===== src/rtl/up_ctrl_unit.sv =====
// ----------------------------------------------------------------------------
// up_ctrl_unit
//
// Purpose:
//   Moore control unit for an 8-bit accumulator machine. The datapath has
//   IR/A/PC registers, a 32x8 RAM and an add/sub ALU. The unit runs
//   FETCH -> DECODE -> EXECUTE for the 3-bit opcode in IR[7:5] and drives
//   every datapath control strobe. JZ and JPOS branch on the datapath flags.
//   IN can wait for an operator handshake. HALT is sticky until reset.
//   A retired-instruction counter is provided for debug.
//
// Parameters:
//   CNT_W      width of the retired-instruction counter (wraps modulo 2^CNT_W)
//   IN_HSHAKE  1: IN waits for a rising edge on Enter; 0: IN completes at once
//
// Ports:
//   i_clk          system clock, rising edge
//   i_rst_n        asynchronous active-low reset
//   i_ir[2:0]      opcode, IR[7:5]
//   i_aeq0         A == 0
//   i_apos         A[7] == 0
//   i_enter        operator strobe for IN (asynchronous level)
//   o_irload       load IR from RAM output
//   o_jmpmux       PC source: 1 = PC+1, 0 = IR[4:0]
//   o_pcload       load PC
//   o_meminst      RAM address: 1 = IR[4:0], 0 = PC
//   o_memwr        RAM write strobe (writes A)
//   o_aload        load A
//   o_sub          ALU: 1 = A - M, 0 = A + M
//   o_asel[1:0]    A source: 1x = RAM, 01 = input, 00 = ALU
//   o_halt         high while halted
//   o_state[3:0]   current state code (debug)
//   o_instr_cnt    instructions retired since reset
// ----------------------------------------------------------------------------
module up_ctrl_unit #(
  parameter int unsigned CNT_W     = 8,
  parameter bit          IN_HSHAKE = 1'b1
) (
  input  logic             i_clk,
  input  logic             i_rst_n,
  input  logic [2:0]       i_ir,
  input  logic             i_aeq0,
  input  logic             i_apos,
  input  logic             i_enter,
  output logic             o_irload,
  output logic             o_jmpmux,
  output logic             o_pcload,
  output logic             o_meminst,
  output logic             o_memwr,
  output logic             o_aload,
  output logic             o_sub,
  output logic [1:0]       o_asel,
  output logic             o_halt,
  output logic [3:0]       o_state,
  output logic [CNT_W-1:0] o_instr_cnt
);

  typedef enum logic [3:0] {
    StStart  = 4'd0,
    StFetch  = 4'd1,
    StDecode = 4'd2,
    StLoad   = 4'd8,
    StStore  = 4'd9,
    StAdd    = 4'd10,
    StSub    = 4'd11,
    StIn     = 4'd12,
    StJz     = 4'd13,
    StJpos   = 4'd14,
    StHalt   = 4'd15
  } state_e;

  // State and counter registers
  state_e           r_state;
  state_e           w_state_d;
  logic [CNT_W-1:0] r_cnt;
  logic             w_cnt_inc;

  // Enter synchroniser (s1, s2) plus the previous synchronised value (s3)
  logic r_enter_s1;
  logic r_enter_s2;
  logic r_enter_s3;
  logic w_edge_now;
  logic w_edge_next;

  // Registered strobes and their next-state values
  logic       r_irload,  w_irload_d;
  logic       r_jmpmux,  w_jmpmux_d;
  logic       r_pcload,  w_pcload_d;
  logic       r_meminst, w_meminst_d;
  logic       r_memwr,   w_memwr_d;
  logic       r_aload,   w_aload_d;
  logic       r_sub,     w_sub_d;
  logic [1:0] r_asel,    w_asel_d;
  logic       r_halt,    w_halt_d;

  // Rising edge seen by the synchroniser in the current cycle.
  assign w_edge_now  = r_enter_s2 & ~r_enter_s3;
  // The edge that will be visible next cycle; used to pre-compute the
  // registered Aload so it lines up with the cycle the edge is consumed.
  assign w_edge_next = r_enter_s1 & ~r_enter_s2;

  // Next-state logic
  always_comb begin
    w_state_d = StStart;
    case (r_state)
      StStart:  w_state_d = StFetch;
      StFetch:  w_state_d = StDecode;
      StDecode: begin
        case (i_ir)
          3'b000:  w_state_d = StLoad;
          3'b001:  w_state_d = StStore;
          3'b010:  w_state_d = StAdd;
          3'b011:  w_state_d = StSub;
          3'b100:  w_state_d = StIn;
          3'b101:  w_state_d = StJz;
          3'b110:  w_state_d = StJpos;
          default: w_state_d = StHalt;
        endcase
      end
      StLoad, StStore, StAdd, StSub, StJz, StJpos: w_state_d = StFetch;
      StIn: begin
        if (!IN_HSHAKE || w_edge_now) begin
          w_state_d = StFetch;
        end else begin
          w_state_d = StIn;
        end
      end
      StHalt:   w_state_d = StHalt;
      default:  w_state_d = StStart;  // unused codes recover through START
    endcase
  end

  // An instruction retires when its execute state hands back to FETCH,
  // or when DECODE commits to HALT (HALT itself never leaves).
  always_comb begin
    w_cnt_inc = 1'b0;
    if ((r_state inside {StLoad, StStore, StAdd, StSub, StIn, StJz, StJpos}) &&
        (w_state_d == StFetch)) begin
      w_cnt_inc = 1'b1;
    end
    if ((r_state == StDecode) && (w_state_d == StHalt)) begin
      w_cnt_inc = 1'b1;
    end
  end

  // Strobes for the upcoming state, registered so outputs are glitch-free.
  // The branch flags are taken during DECODE; A is not loaded in DECODE, so
  // they equal the flags seen during the JZ/JPOS cycle.
  always_comb begin
    w_irload_d  = 1'b0;
    w_jmpmux_d  = 1'b0;
    w_pcload_d  = 1'b0;
    w_meminst_d = 1'b0;
    w_memwr_d   = 1'b0;
    w_aload_d   = 1'b0;
    w_sub_d     = 1'b0;
    w_asel_d    = 2'b00;
    w_halt_d    = 1'b0;
    case (w_state_d)
      StFetch: begin
        w_irload_d = 1'b1;
        w_pcload_d = 1'b1;
        w_jmpmux_d = 1'b1;
      end
      StDecode: w_meminst_d = 1'b1;
      StLoad: begin
        w_meminst_d = 1'b1;
        w_asel_d    = 2'b10;
        w_aload_d   = 1'b1;
      end
      StStore: begin
        w_meminst_d = 1'b1;
        w_memwr_d   = 1'b1;
      end
      StAdd: begin
        w_meminst_d = 1'b1;
        w_aload_d   = 1'b1;
      end
      StSub: begin
        w_meminst_d = 1'b1;
        w_sub_d     = 1'b1;
        w_aload_d   = 1'b1;
      end
      StIn: begin
        w_asel_d  = 2'b01;
        w_aload_d = IN_HSHAKE ? w_edge_next : 1'b1;
      end
      StJz:   w_pcload_d = i_aeq0;
      StJpos: w_pcload_d = i_apos;
      StHalt: w_halt_d   = 1'b1;
      default: ;
    endcase
  end

  always_ff @(posedge i_clk or negedge i_rst_n) begin
    if (!i_rst_n) begin
      r_state    <= StStart;
      r_cnt      <= '0;
      r_enter_s1 <= 1'b0;
      r_enter_s2 <= 1'b0;
      r_enter_s3 <= 1'b0;
      r_irload   <= 1'b0;
      r_jmpmux   <= 1'b0;
      r_pcload   <= 1'b0;
      r_meminst  <= 1'b0;
      r_memwr    <= 1'b0;
      r_aload    <= 1'b0;
      r_sub      <= 1'b0;
      r_asel     <= 2'b00;
      r_halt     <= 1'b0;
    end else begin
      r_state    <= w_state_d;
      r_enter_s1 <= i_enter;
      r_enter_s2 <= r_enter_s1;
      r_enter_s3 <= r_enter_s2;
      if (w_cnt_inc) begin
        r_cnt <= r_cnt + CNT_W'(1);
      end
      r_irload   <= w_irload_d;
      r_jmpmux   <= w_jmpmux_d;
      r_pcload   <= w_pcload_d;
      r_meminst  <= w_meminst_d;
      r_memwr    <= w_memwr_d;
      r_aload    <= w_aload_d;
      r_sub      <= w_sub_d;
      r_asel     <= w_asel_d;
      r_halt     <= w_halt_d;
    end
  end

  assign o_irload    = r_irload;
  assign o_jmpmux    = r_jmpmux;
  assign o_pcload    = r_pcload;
  assign o_meminst   = r_meminst;
  assign o_memwr     = r_memwr;
  assign o_aload     = r_aload;
  assign o_sub       = r_sub;
  assign o_asel      = r_asel;
  assign o_halt      = r_halt;
  assign o_state     = r_state;
  assign o_instr_cnt = r_cnt;

endmodule

===== config.mk =====
export PLATFORM = sky130hd
export DESIGN_NAME = up_ctrl_unit
export DESIGN_NICKNAME = d
export VERILOG_FILES = /design/src/rtl/up_ctrl_unit.sv
export SDC_FILE = /design/constraint.sdc
export NUM_CORES = 1
export LEC_CHECK = 0
export BUFFER_PORTS_ARGS = -buffer_cell sky130_fd_sc_hd__buf_4
export CELL_PAD_IN_SITES_DETAIL_PLACEMENT = 2
export CELL_PAD_IN_SITES_GLOBAL_PLACEMENT = 2
export CORE_MARGIN = 1.5
export CORE_UTILIZATION = 32
export CTS_CLUSTER_SIZE = 16
export DETAILED_ROUTE_END_ITERATION = 7
export GPL_TIMING_DRIVEN = 0
export HOLD_SLACK_MARGIN = 0.05
export PLACE_DENSITY_LB_ADDON = 0.1
export SLEW_MARGIN = 40
export SYNTH_ARGS = -nofsm -noshare
export SYNTH_HDL_FRONTEND = slang
export SYNTH_SLANG_ARGS = --single-unit

===== constraint.sdc =====
create_clock -name i_clk -period 2.4 [get_ports i_clk]
set_input_delay 0.6 -clock i_clk [delete_from_list [all_inputs] [get_ports i_clk]]
set_output_delay 0.6 -clock i_clk [all_outputs]
set_load 0.05 [all_outputs]

# Yosys cells after proc, flatten, opt, wreduce, memory -nomap -nowiden
# Cells that the tools add are included.
# word_totals
reg_bits	24
out_inout_bits	22
elab_cells	65
in_bits	8
# op_classes
bitwise_logic	4
eq_ne	26
n_mux	13
add_sub_neg	1
reduce_logical	8
# op_table
op	n
$eq 4x4->1 const B	16
$pmux 3 s7	1
$pmux 4 s5	1
$eq 3x3->1 const B	3
$add 8x1->8 const B	1
$eq 4x1->1 const B	2
$eq 4x2->1 const B	2
$mux 1	7
$reduce_bool 7->1	1
$reduce_or 7->1	1
$eq 3x2->1 const B	2
$reduce_or 5->1	1
$logic_not 4->1	1
$mux 4	1
$pmux 2 s2	1
$eq 3x1->1 const B	1
$logic_not 3->1	1
$pmux 1 s3	1
$reduce_or 3->1	1
$and 1x1->1	2
$logic_and 1x1->1	2
$not 1->1	2
$pmux 1 s2	1

# Logic depth before layout (Yosys ltp)
# Gate-level depths: netlist of run 1.
# logic_depth
ltp_word	8
ltp_mapped	7
ltp_nobuf	6

# Worst setup path before layout of run 1
# Ideal clock, no wire load.
# synth_path
path_kind	flip-flop to flip-flop
from	reg r_state[0] (netlist: o_state[0])
to	reg r_cnt[1] (netlist: o_instr_cnt[1])
t_arrival_ns	2.071
path_slack_ns	0.204
setup_ns	0.125
synth_period_minus_slack_ns	2.196
path_stages_with_launch	6
cell_sequence	dfrtp_1 -> or4b_1 -> a21o_1 -> a211oi_4 -> nor2_2 -> mux2_4
# synth_between
elab_chain_cells	7
word_cells_on_any_way	20
# synth_rtl
item	line_no	source
from (decl)	73	state_e r_state;
from (signal assigned)	197	r_state <= StStart;
from (signal assigned)	212	r_state <= w_state_d;
$eq 4x4->1 / $logic_not 4->1 (equally long branches)	105, 137	
$reduce_or 7->1 (no line)	--	
$pmux 4 s5	105	case (r_state)
$eq 4x1->1	138	(w_state_d == StFetch)) begin
$logic_and 1x1->1	137	if ((r_state inside {StLoad, StStore, StAdd, StSub, StIn, StJz, StJpos}) &&
$mux 1	137	
$mux 1 (*)	141	if ((r_state == StDecode) && (w_state_d == StHalt)) begin
to (signal assigned)	217	r_cnt <= r_cnt + CNT_W'(1);
to (decl)	75	logic [CNT_W-1:0] r_cnt;
# Mark *: on every way between the ends. The rest lies on a longest branch, timed or not.
# A chain may end at the register's enable or synchronous reset.

# Final worst setup path of run 1
# Same ends and word-level chain as after synthesis.

==> results of run 1 <==
## power groups by stage
stage	sequential [mW]	clock, mW	combinational, mW
2_1_floorplan	0.967	0	0.487
3_3_place_gp	0.617	0	1.15
3_5_place_dp	0.627	0	1.19
4_1_cts	0.620	0.306	1.20
5_1_grt	0.635	0.321	1.28
6_report	0.617	0.295	1.17
## area by class of cell
class | instances | area share
Buffer | 5 | 0.0185
Clock buffer | 3 | 0.0159
Clock inverter | 1 | 0.0212
Inverter | 6 | 0.0159
Multi-Input combinational cell | 61 | 0.311
Sequential cell | 24 | 0.424
Tap cell | 46 | 0.0406
Timing Repair Buffer | 29 | 0.154
## final timing paths
path | startpoint | end | depth (start not counted)
hold reg to reg | r_enter_s1 | r_enter_s2 | 0
max in group asynchronous | i_rst_n | o_instr_cnt[7] | 1
min in group i_clk | i_enter | r_enter_s1 | 1
hold / removal | i_rst_n | o_state[0] | 1
setup reg to reg | o_state[0] | o_instr_cnt[1] | 5
setup / recovery | o_state[0] | o_instr_cnt[1] | 5
## kinds of logic (layout without fill, tap and decap cells)
kind of cell,count (synthesis),count (layout),share of synthesized area
XOR/XNOR,7,7,0.0563
adder cells (fa/ha/maj),1,1,0.0115
AO/OA/AOI/OAI,20,20,0.155
multiplexers,1,1,0.0138
flip-flops,24,24,0.551
AND/OR/NAND/NOR,32,32,0.168
buffers and inverters,11,44,0.0448
## routing by layer
layer  track usage  wire length, um  vias up
li1              -                -      403
met1         0.197             1120      435
met2         0.290             1470       22
met3        0.0252              117        5
met4        0.0729               47        0
met5             0                0        -
## worst max-delay path, stage by stage, from the launching register on
cell	delay [ns]
dfrtp_1	0.46
nor4b_2	0.61
a211oi_2	0.20
a211oi_4	0.41
nor2_2	0.10
mux2_4	0.31
## cells in the final DEF, fill, tap and decap left out, drive strengths merged, types with 2 or more instances in the layout
cell,netlist,routed
o2111ai,2,2
o21bai,2,2
xnor2,7,7
a21o,2,2
dfrtp,24,24
nand2,8,8
nor3,4,4
nor2,6,6
a211oi,2,2
a21boi,2,2
nand3,2,2
or3b,2,2
inv,6,6
nor4b,2,2
clkbuf,1,4
o21ai,4,4
buf,4,33
==> metrics.txt, run 1 <==
status finished, final reports clean; Die Ht 61.4 um; unique cell type count in the Yosys netlist 38; kind of critical path flop to flop; dpl cells 171; Post-synth EDFFs 0; Clock Pin Slew Worst Setup and Hold Paths 0.14 ns; synth warn 0; via/cell ratio 4.94; Fill cells 369; post-CTS setup buffer count 0; Hold WC Path Type input pin to async pin; share of the synthesized area in the top cell type 0.551; Final Skew 0.00712 ns; final setup TNS 0 ns; syn_area_per_cell 11.4 sq um; combined area of all synthesized cells 0.00109 sq mm; Routed Antenna Nets 0; global-route wire length before repair 4.38 mm; initial antenna violation count 0; DP Worst Slack 0.236 ns; Seq pwr share 0.296; Sw Share 0.489; design area 0.00142 sq mm; Inserted Diodes 0; most frequent cells after synthesis 24 x dfrtp_1, 8 x nand2_1, 7 x xnor2_1, 6 x inv_1, 5 x nor2_1; Avg WL per Cell 15.7 um; Yosys reg bits 24; GP Congestion 0.783; grt ovf 0; Area after DPL 0.00137 sq mm; port bufs 29; # IOs 30; max_cap viols 0; Vias 865; CTS Buf Count 3; total die area 0.00376 sq mm; Post-Layout Cell Count 175; Largest register FFs 8; leakage dissipation 0.685 nW; Synth async-reset ratio 1.00; min cycle time layout 2.20 ns; post-synthesis sequential area ratio 0.551; main area contributors after synthesis dfrtp_1 55%, xnor2_1 5.6%, nand2_1 2.8%; CP required 2.62 ns; TritonRoute pass-1 iters 4; syn nets 105; Comb power frac 0.563; number of global-route vias before repair 872; maximum vdd drop 0.390 mV; NetSw 1.02 mW; fmax 454 MHz; # DRC 0; Core Footprint 0.00331 sq mm; Initial Utilization 0.329; most common cell in the netlist dfrtp_1; Final #Nets 139; # H-tree levels 1; Multi-input gate area 440 sq um; critical path data arrival time 2.42 ns; post_cts resized 0; Hold Buf Count CTS 0; area delta synth->final 30.1%; clk_lat worst skew 0.32 ns; Synth Flop Type dfrtp_1; endpoint class of the critical path flop; clock buffer depth 2; CTS root buffer clkbuf_4; row cnt 21; GR Util All Layers 0.164; pwr dens 1470 mW/mm^2; largest net degree at the start of global routing 25; Fin Hold WS 0.146 ns; Tot Pwr 2.09 mW; register area 601 sq um; Final Worst Setup Slack 0.196 ns; Clock Power Share 0.141; fin util 0.428; initial DRC count 16; R2R Setup Slk 0.20 ns; synthesized instance count 96; setup repair after global routing missed its margin false; Final Hold Fails 0; CTS tree built; DIE WIDTH 61.4 um; startpoint types flop; Synth area leader dfrtp_1; DP Wirelength 2.08 mm; crit-path max FO 7; actual slew at the worst max-slew pin 0.611 ns; CTS sink count 24; share of post-route cells with drive strength above 1 0.349; Routed WL 2.75 mm; max-slew violations 0; internal power 1.07 mW; crit share post-route 0.918; Relative slew margins 0.592; Setup violations, final 0
(Power assumes the default switching activity.)
==> run 2, diff against run 1 <==
--- a/config.mk
+++ b/config.mk
@@ -14,7 +14,7 @@
 export DETAILED_ROUTE_END_ITERATION = 7
 export GPL_TIMING_DRIVEN = 0
 export HOLD_SLACK_MARGIN = 0.05
-export PLACE_DENSITY_LB_ADDON = 0.1
+export PLACE_DENSITY = 0.78
 export SLEW_MARGIN = 40
 export SYNTH_ARGS = -nofsm -noshare
 export SYNTH_HDL_FRONTEND = slang
==> run 2 against run 1 <==
Effect of this change: critical endpoint unchanged; first-iteration DRC count grew 50%; count of clock-buffer cells in the layout is the same; global-route usage grew 0.55 points; die area is the same; flip-flop and latch count is the same; largest cell class unchanged; non-clock buffer count is the same; worst setup slack gained 0.0017 ns; fmax is essentially flat; via count shrank 2.2%; combinational power is essentially flat; sequential share of layout area is the same; total power is essentially flat.
==> metrics.txt, run 2 (synthesis gave the netlist of run 1 again) <==
crit share post-route 0.918 (about the same); FF-to-FF Start o_state[0] (unchanged); Routed WL 2.77 mm (was 2.75 mm); global-route wire length before repair 4.62 mm (was 4.38 mm); share of post-route cells with drive strength above 1 0.349 (unchanged); commonest non-fill, non-tap cell in the layout buf_4 (unchanged); Core Footprint 0.00331 sq mm (unchanged); clock buffer depth 2 (unchanged); # H-tree levels 1 (unchanged); CTS Buf Count 3 (unchanged); Clock Power Share 0.139 (was 0.141); # IOs 30 (unchanged); status finished, final reports clean (unchanged); pwr dens 1470 mW/mm^2 (about the same); startpoint types flop (unchanged); reg2reg path depth 5 (unchanged); area delta synth->final 30.1% (unchanged); Relative slew margins 0.617 (was 0.592); fmax 454 MHz (about the same); number of global-route vias before repair 923 (was 872); total die area 0.00376 sq mm (unchanged); RR Endpoint o_instr_cnt[1] (unchanged); Setup violations, final 0 (unchanged); initial DRC count 24 (was 16); row cnt 21 (unchanged); Largest register FFs 8 (unchanged); clk_lat worst skew 0.31 ns (was 0.32 ns); kind of critical path flop to flop (unchanged); Final Skew 0.00547 ns (was 0.00712 ns); DIE WIDTH 61.4 um (unchanged); Multi-input gate area 440 sq um (unchanged); post_cts resized 0 (unchanged); final setup TNS 0 ns (unchanged); critical path data arrival time 2.41 ns (was 2.42 ns); port bufs 29 (unchanged); Inserted Diodes 0 (unchanged); min cycle time layout 2.20 ns (about the same); Routed Antenna Nets 0 (unchanged); internal power 1.07 mW (about the same); via/cell ratio 4.83 (was 4.94); setup repair after global routing missed its margin false (unchanged); CTS root buffer clkbuf_4 (unchanged); design area 0.00142 sq mm (unchanged); largest net degree at the start of global routing 25 (unchanged); Hold Buf Count CTS 0 (unchanged); max-slew violations 0 (unchanged); GP Congestion 0.734 (was 0.783); Final #Nets 139 (unchanged); endpoint class of the critical path flop (unchanged); Initial Utilization 0.329 (unchanged); max_cap viols 0 (unchanged); Avg WL per Cell 15.8 um (was 15.7 um); DP Wirelength 2.02 mm (was 2.08 mm); TritonRoute pass-1 iters 4 (unchanged); CTS sink count 24 (unchanged); grt ovf 0 (unchanged); Sw Share 0.490 (was 0.489); Die Ht 61.4 um (unchanged); most frequent cells in the layout 30 x buf_4, 24 x dfrtp_1, 8 x nand2_1 (unchanged); GR Util All Layers 0.170 (was 0.164); CTS tree built (unchanged); # DRC 0 (unchanged); initial antenna violation count 0 (unchanged); Clock Pin Slew Worst Setup and Hold Paths 0.14 ns (about the same); Hold WC Path Type input pin to async pin (unchanged); register area 601 sq um (unchanged); Comb power frac 0.568 (was 0.563); Seq pwr share 0.293 (was 0.296); Worst setup startpoint o_state[0] (unchanged); Area after DPL 0.00137 sq mm (unchanged); Fill cells 360 (was 369); R2R Setup Slk 0.20 ns (about the same); Vias 846 (was 865); crit-path max FO 7 (unchanged); actual slew at the worst max-slew pin 0.573 ns (was 0.611 ns); maximum vdd drop 0.531 mV (was 0.390 mV); post-CTS setup buffer count 0 (unchanged); Final Hold Fails 0 (unchanged); leakage dissipation 0.685 nW (unchanged); CP required 2.61 ns (was 2.62 ns); NetSw 1.02 mW (about the same)
[run 2: worst max path at each step]
stage                     endpoint  slack [ns]  cells after the start
floorplan           o_instr_cnt[1]        0.20                      5
global placement    o_instr_cnt[1]        0.29                      5
detailed placement  o_instr_cnt[1]        0.22                      5
CTS                 o_instr_cnt[1]        0.18                      5
global route        o_instr_cnt[1]        0.07                      5
finish              o_instr_cnt[1]        0.20                      5
[run 2: power by group through the flow]
stage          registers (mW)  logic [mW]  clock network, mW
2_1_floorplan           0.967       0.487                  0
3_3_place_gp            0.615        1.15                  0
3_5_place_dp            0.625        1.18                  0
4_1_cts                 0.618        1.20              0.299
5_1_grt                 0.634        1.28              0.311
6_report                0.612        1.18              0.290
[run 2: cell type report]
type / instances / share of cell area
clock buffers: 3 / 0.0159
clock inverters: 1 / 0.0212
well taps: 46 / 0.0406
repair buffers: 29 / 0.154
plain buffers: 5 / 0.0185
multi-input cells: 61 / 0.311
inverters: 6 / 0.0159
flip-flops and latches: 24 / 0.424
[run 2: critical path, cell delays in order, from the launching register on]
cell	delay [ns]
dfrtp_1	0.46
nor4b_2	0.58
a211oi_2	0.21
a211oi_4	0.44
nor2_2	0.10
mux2_4	0.31
[run 2: metal layers]
metal  track usage  vias up  wire, um
met3        0.0252        2        93
met1         0.240      422      1280
met4        0.0517        0        22
met2         0.272       14      1370
li1              -      408         -
met5             0        -         0
[run 2: per-stage QoR]
step           total power, mW   util  setup WS, ns  hold slack (ns)  cells
5_1_grt                   2.22  0.428        0.0663            0.163    175
4_1_cts                   2.11  0.428         0.180            0.165    175
6_report                  2.09  0.428         0.198            0.165    175
3_3_place_gp              1.77  0.412         0.291            0.360    171
3_5_place_dp              1.81  0.412         0.215            0.376    171
2_1_floorplan             1.45      -         0.204            0.304     96
